===== src/rtl/sixbit_bist_pkg.sv =====
// Shared constants, FSM state encoding and golden-result type for the 6-bit adder BIST.
package sixbit_bist_pkg;

    localparam int DATA_W  = 6;
    localparam int VEC_W   = 13;
    localparam int ERR_W   = 14;
    localparam int NUM_VEC = 8192;

    localparam logic [VEC_W-1:0] LAST_VEC = 13'h1FFF;
    localparam logic [ERR_W-1:0] ERR_MAX  = 14'd8192;

    typedef enum logic [2:0] {
        IDLE  = 3'd0,
        DRIVE = 3'd1,
        WAIT  = 3'd2,
        CHECK = 3'd3,
        DONE  = 3'd4
    } bist_state_t;

    typedef struct packed {
        logic [DATA_W-1:0] sum;
        logic              c;
        logic              ov;
    } golden_t;

    // Error counter increment that sticks at ERR_MAX instead of wrapping.
    function automatic logic [ERR_W-1:0] sat_inc(input logic [ERR_W-1:0] cnt);
        logic [ERR_W-1:0] res;
        if (cnt >= ERR_MAX) begin
            res = ERR_MAX;
        end else begin
            res = cnt + 14'd1;
        end
        return res;
    endfunction

endpackage


===== src/rtl/sixbit_adder_bist_golden.sv =====
// Combinational reference 6-bit add/subtract with carry (no-borrow) and signed overflow.
module sixbit_golden_model
    import sixbit_bist_pkg::*;
(
    input  logic [DATA_W-1:0] x,
    input  logic [DATA_W-1:0] y,
    input  logic              sel,
    output logic [DATA_W-1:0] sum,
    output logic              c,
    output logic              ov
);

    logic [DATA_W-1:0] y_eff_s;
    logic [DATA_W:0]   total_s;

    // Subtract is x + ~y + 1, so the inverted operand also feeds the overflow test.
    always_comb begin
        if (sel) begin
            y_eff_s = ~y;
        end else begin
            y_eff_s = y;
        end
        total_s = {1'b0, x} + {1'b0, y_eff_s} + {{DATA_W{1'b0}}, sel};
        sum     = total_s[DATA_W-1:0];
        c       = total_s[DATA_W];
        ov      = (x[DATA_W-1] == y_eff_s[DATA_W-1]) && (total_s[DATA_W-1] != x[DATA_W-1]);
    end

endmodule


===== src/rtl/sixbit_adder_bist.sv =====
// Exhaustive BIST sweep of an external 6-bit adder/subtractor over all 8192 {sel,x,y} vectors.
// Optional first-failure capture outputs are enabled with macro SIXBIT_BIST_FIRST_FAIL_EN.
module sixbit_adder_bist
    import sixbit_bist_pkg::*;
#(
    parameter int SETTLE_CYCLES = 1,
    parameter int DATA_W        = 6
) (
    input  logic              clk,
    input  logic              rst,
    input  logic              start,
    output logic [DATA_W-1:0] x_out,
    output logic [DATA_W-1:0] y_out,
    output logic              sel_out,
    input  logic [DATA_W-1:0] sum_in,
    input  logic              c_in,
    input  logic              overflow_in,
    output logic              busy,
    output logic              done,
    output logic              pass,
    output logic [ERR_W-1:0]  err_count
`ifdef SIXBIT_BIST_FIRST_FAIL_EN
    ,
    output logic [VEC_W-1:0]  fail_vec,
    output logic [DATA_W-1:0] fail_sum,
    output logic              fail_c,
    output logic              fail_ov,
    output logic              fail_valid
`endif
);

    localparam logic [3:0] SETTLE_LAST = (SETTLE_CYCLES > 0) ? 4'(SETTLE_CYCLES - 1) : 4'd0;

    bist_state_t       state_r;
    bist_state_t       state_s;
    logic [VEC_W-1:0]  vec_r;
    logic [3:0]        wait_cnt_r;
    logic [DATA_W-1:0] gold_sum_s;
    logic              gold_c_s;
    logic              gold_ov_s;
    golden_t           golden_s;
    golden_t           observed_s;
    logic              start_accept_s;
    logic              mismatch_s;
    logic [ERR_W-1:0]  err_next_s;

    sixbit_golden_model u_golden (
        .x   (x_out),
        .y   (y_out),
        .sel (sel_out),
        .sum (gold_sum_s),
        .c   (gold_c_s),
        .ov  (gold_ov_s)
    );

    // Next-state logic; start is only honoured from IDLE or DONE.
    always_comb begin
        state_s = state_r;
        case (state_r)
            IDLE, DONE: begin
                if (start) begin
                    state_s = DRIVE;
                end else begin
                    state_s = state_r;
                end
            end
            DRIVE: begin
                if (SETTLE_CYCLES > 0) begin
                    state_s = WAIT;
                end else begin
                    state_s = CHECK;
                end
            end
            WAIT: begin
                if (wait_cnt_r == SETTLE_LAST) begin
                    state_s = CHECK;
                end else begin
                    state_s = WAIT;
                end
            end
            CHECK: begin
                if (vec_r == LAST_VEC) begin
                    state_s = DONE;
                end else begin
                    state_s = DRIVE;
                end
            end
            default: state_s = IDLE;
        endcase
    end

    // Result comparison and the error count that will be visible after this edge.
    always_comb begin
        golden_s       = {gold_sum_s, gold_c_s, gold_ov_s};
        observed_s     = {sum_in, c_in, overflow_in};
        start_accept_s = start && ((state_r == IDLE) || (state_r == DONE));
        mismatch_s     = (state_r == CHECK) && (golden_s != observed_s);
        if (start_accept_s) begin
            err_next_s = 14'd0;
        end else if (mismatch_s) begin
            err_next_s = sat_inc(err_count);
        end else begin
            err_next_s = err_count;
        end
    end

    // Sequencer state, vector index, operand drive and status registers.
    always_ff @(posedge clk) begin
        if (rst) begin
            state_r    <= IDLE;
            vec_r      <= 13'd0;
            wait_cnt_r <= 4'd0;
            x_out      <= 6'd0;
            y_out      <= 6'd0;
            sel_out    <= 1'b0;
            busy       <= 1'b0;
            done       <= 1'b0;
            pass       <= 1'b0;
            err_count  <= 14'd0;
        end else begin
            state_r <= state_s;
            if (start_accept_s) begin
                vec_r <= 13'd0;
            end else if ((state_r == CHECK) && (vec_r != LAST_VEC)) begin
                vec_r <= vec_r + 13'd1;
            end else begin
                vec_r <= vec_r;
            end
            if (state_r == WAIT) begin
                wait_cnt_r <= wait_cnt_r + 4'd1;
            end else begin
                wait_cnt_r <= 4'd0;
            end
            if (state_r == DRIVE) begin
                {sel_out, x_out, y_out} <= vec_r;
            end else begin
                {sel_out, x_out, y_out} <= {sel_out, x_out, y_out};
            end
            busy      <= (state_s == DRIVE) || (state_s == WAIT) || (state_s == CHECK);
            done      <= (state_s == DONE);
            pass      <= (state_s == DONE) && (err_next_s == 14'd0);
            err_count <= err_next_s;
        end
    end

`ifdef SIXBIT_BIST_FIRST_FAIL_EN
    // Latch the first mismatching vector and what the adder returned for it.
    always_ff @(posedge clk) begin
        if (rst || start_accept_s) begin
            fail_vec   <= 13'd0;
            fail_sum   <= 6'd0;
            fail_c     <= 1'b0;
            fail_ov    <= 1'b0;
            fail_valid <= 1'b0;
        end else if (mismatch_s && !fail_valid) begin
            fail_vec   <= vec_r;
            fail_sum   <= sum_in;
            fail_c     <= c_in;
            fail_ov    <= overflow_in;
            fail_valid <= 1'b1;
        end else begin
            fail_vec   <= fail_vec;
            fail_sum   <= fail_sum;
            fail_c     <= fail_c;
            fail_ov    <= fail_ov;
            fail_valid <= fail_valid;
        end
    end
`endif

endmodule


===== config.mk =====
export PLATFORM = sky130hd
export DESIGN_NAME = sixbit_adder_bist
export DESIGN_NICKNAME = d
export VERILOG_FILES = /design/src/rtl/sixbit_bist_pkg.sv /design/src/rtl/sixbit_adder_bist_golden.sv /design/src/rtl/sixbit_adder_bist.sv
export SDC_FILE = /design/constraint.sdc
export NUM_CORES = 1
export LEC_CHECK = 0
export ABC_AREA = 1
export ABC_CLOCK_PERIOD_IN_PS = 2630
export CAP_MARGIN = 15
export CELL_PAD_IN_SITES_DETAIL_PLACEMENT = 0
export CELL_PAD_IN_SITES_GLOBAL_PLACEMENT = 1
export CORE_MARGIN = 1
export CORE_UTILIZATION = 35
export DETAILED_ROUTE_END_ITERATION = 8
export GPL_TIMING_DRIVEN = 1
export PLACE_DENSITY = 0.76
export SKIP_CTS_REPAIR_TIMING = 1
export SLEW_MARGIN = 10
export SYNTH_ARGS = -nofsm -noshare
export SYNTH_HDL_FRONTEND = slang
export SYNTH_HIERARCHICAL = 1
export SYNTH_SLANG_ARGS = --single-unit
export TNS_END_PERCENT = 1

===== constraint.sdc =====
create_clock -name clk -period 2.63 [get_ports clk]
set_clock_uncertainty 0.15 [all_clocks]
set_input_delay 0.526 -clock clk [delete_from_list [all_inputs] [get_ports clk]]
set_output_delay 0.526 -clock clk [all_outputs]
set_load 0.02 [all_outputs]

==> flow_results.org <==
** Setup path
- Crit path capture type :: register
- Along the worst path, the maximum fanout reaches 7.
- STA puts the critical path data required time at 2690 ps.
- Data on the critical path arrives at its endpoint at 2860 ps.
- Worst reg-to-reg setup slack :: -180 ps
- Setup Crit Path Kind :: reg -> reg
- R2r startpoint :: sel_out
- The worst setup path is launched from a register.
- Depth of the worst register-to-register path :: 23
- The worst register-to-register path ends at pass.

** Cells and area
- Antenna diode instance count :: 0
- Final core occ :: 49.1%
- Count of nets after finishing :: 521
- After the flow finishes, the layout carries non-filler instances totaling 602.
- Layout area overhead :: 33.9%
- Fraction of layout cells with a size suffix above 1 :: 20.6%

** Synthesis
- In the synthesized netlist, the cells that appear most often are nand2_1 (98), nor2_1 (53), inv_1 (52).
- The average instance in the mapped netlist occupies 6.81 um^2.
- Number of enable-type register cells in the synthesized netlist :: 0
- Synthesis warning total :: 6
- Synthesis produced 423 cells.
- By area the synthesized netlist is led by dfxtp_1 (35%), nand2_1 (13%), nor2_1 (6.9%).
- After synthesis, flip-flops and latches occupy 34.8% of the total area.
- Among all flip-flop cells after synthesis, the most frequent one is dfxtp_1.
- The largest total area in the synthesized netlist belongs to dfxtp_1.
- nand2_1 is the most common cell in the netlist.
- The synthesized netlist occupies a cell area of 2880 um^2.
- The share of synthesized area in the top cell type comes to 34.8%.
- For this run, asynchronously set or reset flops after synthesis account for 0%.
- Synth Net Count :: 445
- Number of flip-flops and latches in the synthesized netlist :: 50
- Distinct cell type count of the synthesized netlist :: 33

** Global route
- Across every metal layer, demand over resource in global routing totals 17.7%.
- The initial antenna violation count is 0.
- The first global-routing pass estimated 12.2 mm of wire.
- Entering global routing, the biggest net connects 23 pins.
- Vias in the first global route :: 2665
- Residual overflow from global routing :: 0

** Hold path
- Worst min path class :: reg -> reg
- The worst hold path begins at wait_cnt_r[0].
- The worst hold path terminates at wait_cnt_r[0].
- Depth of the worst hold-timing path :: 1

** Clock tree
- Clock latency on the worst-skew pair :: 310 ps
- Clock-pin slew was measured on the worst setup and hold paths at 90 ps.
- Buffer levels on the longest clock path :: 2
- In this run, CTS created clock tree buffers numbering 5.
- TritonCTS built the clock tree.
- CTS sink cnt :: 50
- H-Tree Level Count :: 2
- CTS placed an instance of clkbuf_8 at the clock tree root.

** STA
- At the pin with the least slew margin, the transition time is 427 ps.
- Min Clock Period, post-route :: 2810 ps
- Timing-limited maximum frequency :: 356 MHz
- Setup violations remaining at the end of the flow were counted as 10.
- Number of max-slew violations in the final report :: 0
- Setup slack on the critical path of the routed design comes to -176 ps.
- Share of the clock period used by the worst path :: 107%
- Final hold viol count :: 0
- Setup repair after global routing could not meet its margin everywhere.
- Relative slew slack :: 71.5%

** Floorplanning
- Number of top-level pins :: 41
- Effective utilization at floorplan :: 36.7%
- The core region is 7850 um^2.
- Measured along the y axis, the die boundary spans 92.7 um.
- DIE WIDTH :: 92.7 um
- The die covers 8590 um^2.
- In this run the core area contains 32 standard-cell rows.

** Place
- During placement, the flow inserted port buffers numbering 40.
- The HPWL after detailed placement is 5.60 mm.
- Number of placed instances with taps included :: 590
- At the end of routability-driven placement, the weighted congestion stood at 0.817.
- Placement-stage worst setup slack :: -223 ps

** Power and ir drop
- Power spread over the standard cell area amounts to 492 nW/um^2.
- Summed over all cells, the static leakage comes to 1.72 nW.
- Overall power consumption after layout is estimated at 0.00190 W.
- IR analysis of the VDD net gives a maximum drop of 0.233 mV.

** Route
- In the final routed layout, each cell accounts on average for 12.1 um.
- The detailed router finished its first iteration with 62 violations.
- In this run the remaining antenna-violating nets after routing total 0.
- The routed design has 7.26 mm of wire.
- After detailed routing, the number of vias per cell comes to 4.66.
- Vias post-DR :: 2807
- After detailed routing, the number of remaining DRC violations is 0.
- Number of detailed-route iterations in the first pass :: 4

** Job
- Max-cap check violation count :: 0

** Status
- Run status :: finished with violations
- The checks that failed: setup timing.
[registers in the layout, summed over array words and instances, names as in the netlist]
| name | flops |
|---|---|
| x_out | 6 |
| busy | 1 |
| pass | 1 |
| sel_out | 1 |
| wait_cnt_r | 4 |
| vec_r | 13 |
| state_r | 3 |
| done | 1 |
| err_count | 14 |
| y_out | 6 |
[routing by layer]
layer / vias to the layer above / wire (um) / GRT usage [%]
met1: 1290 / 3550 / 22.9
met2: 29 / 3500 / 30.4
met5: - / 0 / 0
li1: 1486 / - / -
met3: 2 / 183 / 2.71
met4: 0 / 37 / 5.26
[critical path: stages, from the launching register on]
cell and delay, ps:
dfxtp_4 390, xor2_1 150, ha_1 340, nand2_1 110, nor2_1 50, nand2_1 70, nand3_2 110, nand2_1 90
nand2_1 50, nor2_2 110, nand2_1 50, nand2_1 60, nand2_1 50, nor2_2 130, nand2_4 120, buf_6 140
nand3_1 70, nand3_2 100, nand2_1 90, inv_1 50, nand2_2 70, nor2_1 50, nand2_1 60, nor2_2 30
[cell families (layout without fill, tap and decap cells)]
logic type,after synthesis,count (layout),share of synthesized area [%]
xor+xnor,16,16,4.87
flops,50,50,34.8
simple gates,222,223,35.6
fa+ha+maj,11,11,5.04
buf+inv,68,144,9.39
compound gates,56,56,10.3
[final cells by class]
cell class,instances,area (um^2)
clock buffer,6,82.6
sequential,50,1010
inverter,60,228
tap,102,128
multi-input combinational,306,1710
timing repair buffer,76,682
clock inverter,2,16.3
fill,845,3990
[cells in the final DEF, fill, tap and decap left out, types with 3 or more instances in the layout]
cell             instances
a21oi_1                 24
nand3_1                 33
inv_2                    6
nand2_1                 93
xor2_2                   3
dfxtp_1                 47
clkbuf_8                 6
nor3_1                   3
clkdlybuf4s50_1         40
nor2_2                  10
xor2_1                   8
ha_1                    10
o21ai_0                 19
buf_6                    3
nand3_2                  7
nand2_4                  3
xnor2_1                  5
nand4_1                  3
buf_4                   33
o21ai_1                  7
nor2_1                  48
nand2_2                 12
inv_1                   52
[stage by stage]
stage | hold WS (ps) | cell area (um^2) | setup TNS [ps]
floorplan | 280 | 2880 | -82.0
global placement | 299 | 3620 | -269
detailed placement | 307 | 3620 | -1100
CTS | 331 | 3710 | -1390
global route | 350 | 3850 | -3520
finish | 323 | 3850 | -543
[how the worst max path moves through the flow]
| stage | from | end | slack, ps | cells after the start |
|---|---|---|---|---|
| final | sel_out | pass | -180 | 23 |
| after global placement | y_out[0] | pass | -130 | 23 |
| after floorplan | sel_out | pass | -80 | 23 |
| after global routing | sel_out | pass | -380 | 24 |
| after CTS | sel_out | pass | -240 | 23 |
| after detailed placement | sel_out | pass | -220 | 23 |
[where the power goes]
group	internal (W)	total [W]	switching [W]
combinational	0.000265	0.000578	0.000313
clock	0.000217	0.000481	0.000264
sequential	0.000796	0.000836	0.0000403
Note: power is estimated with default switching activity, not from simulation.
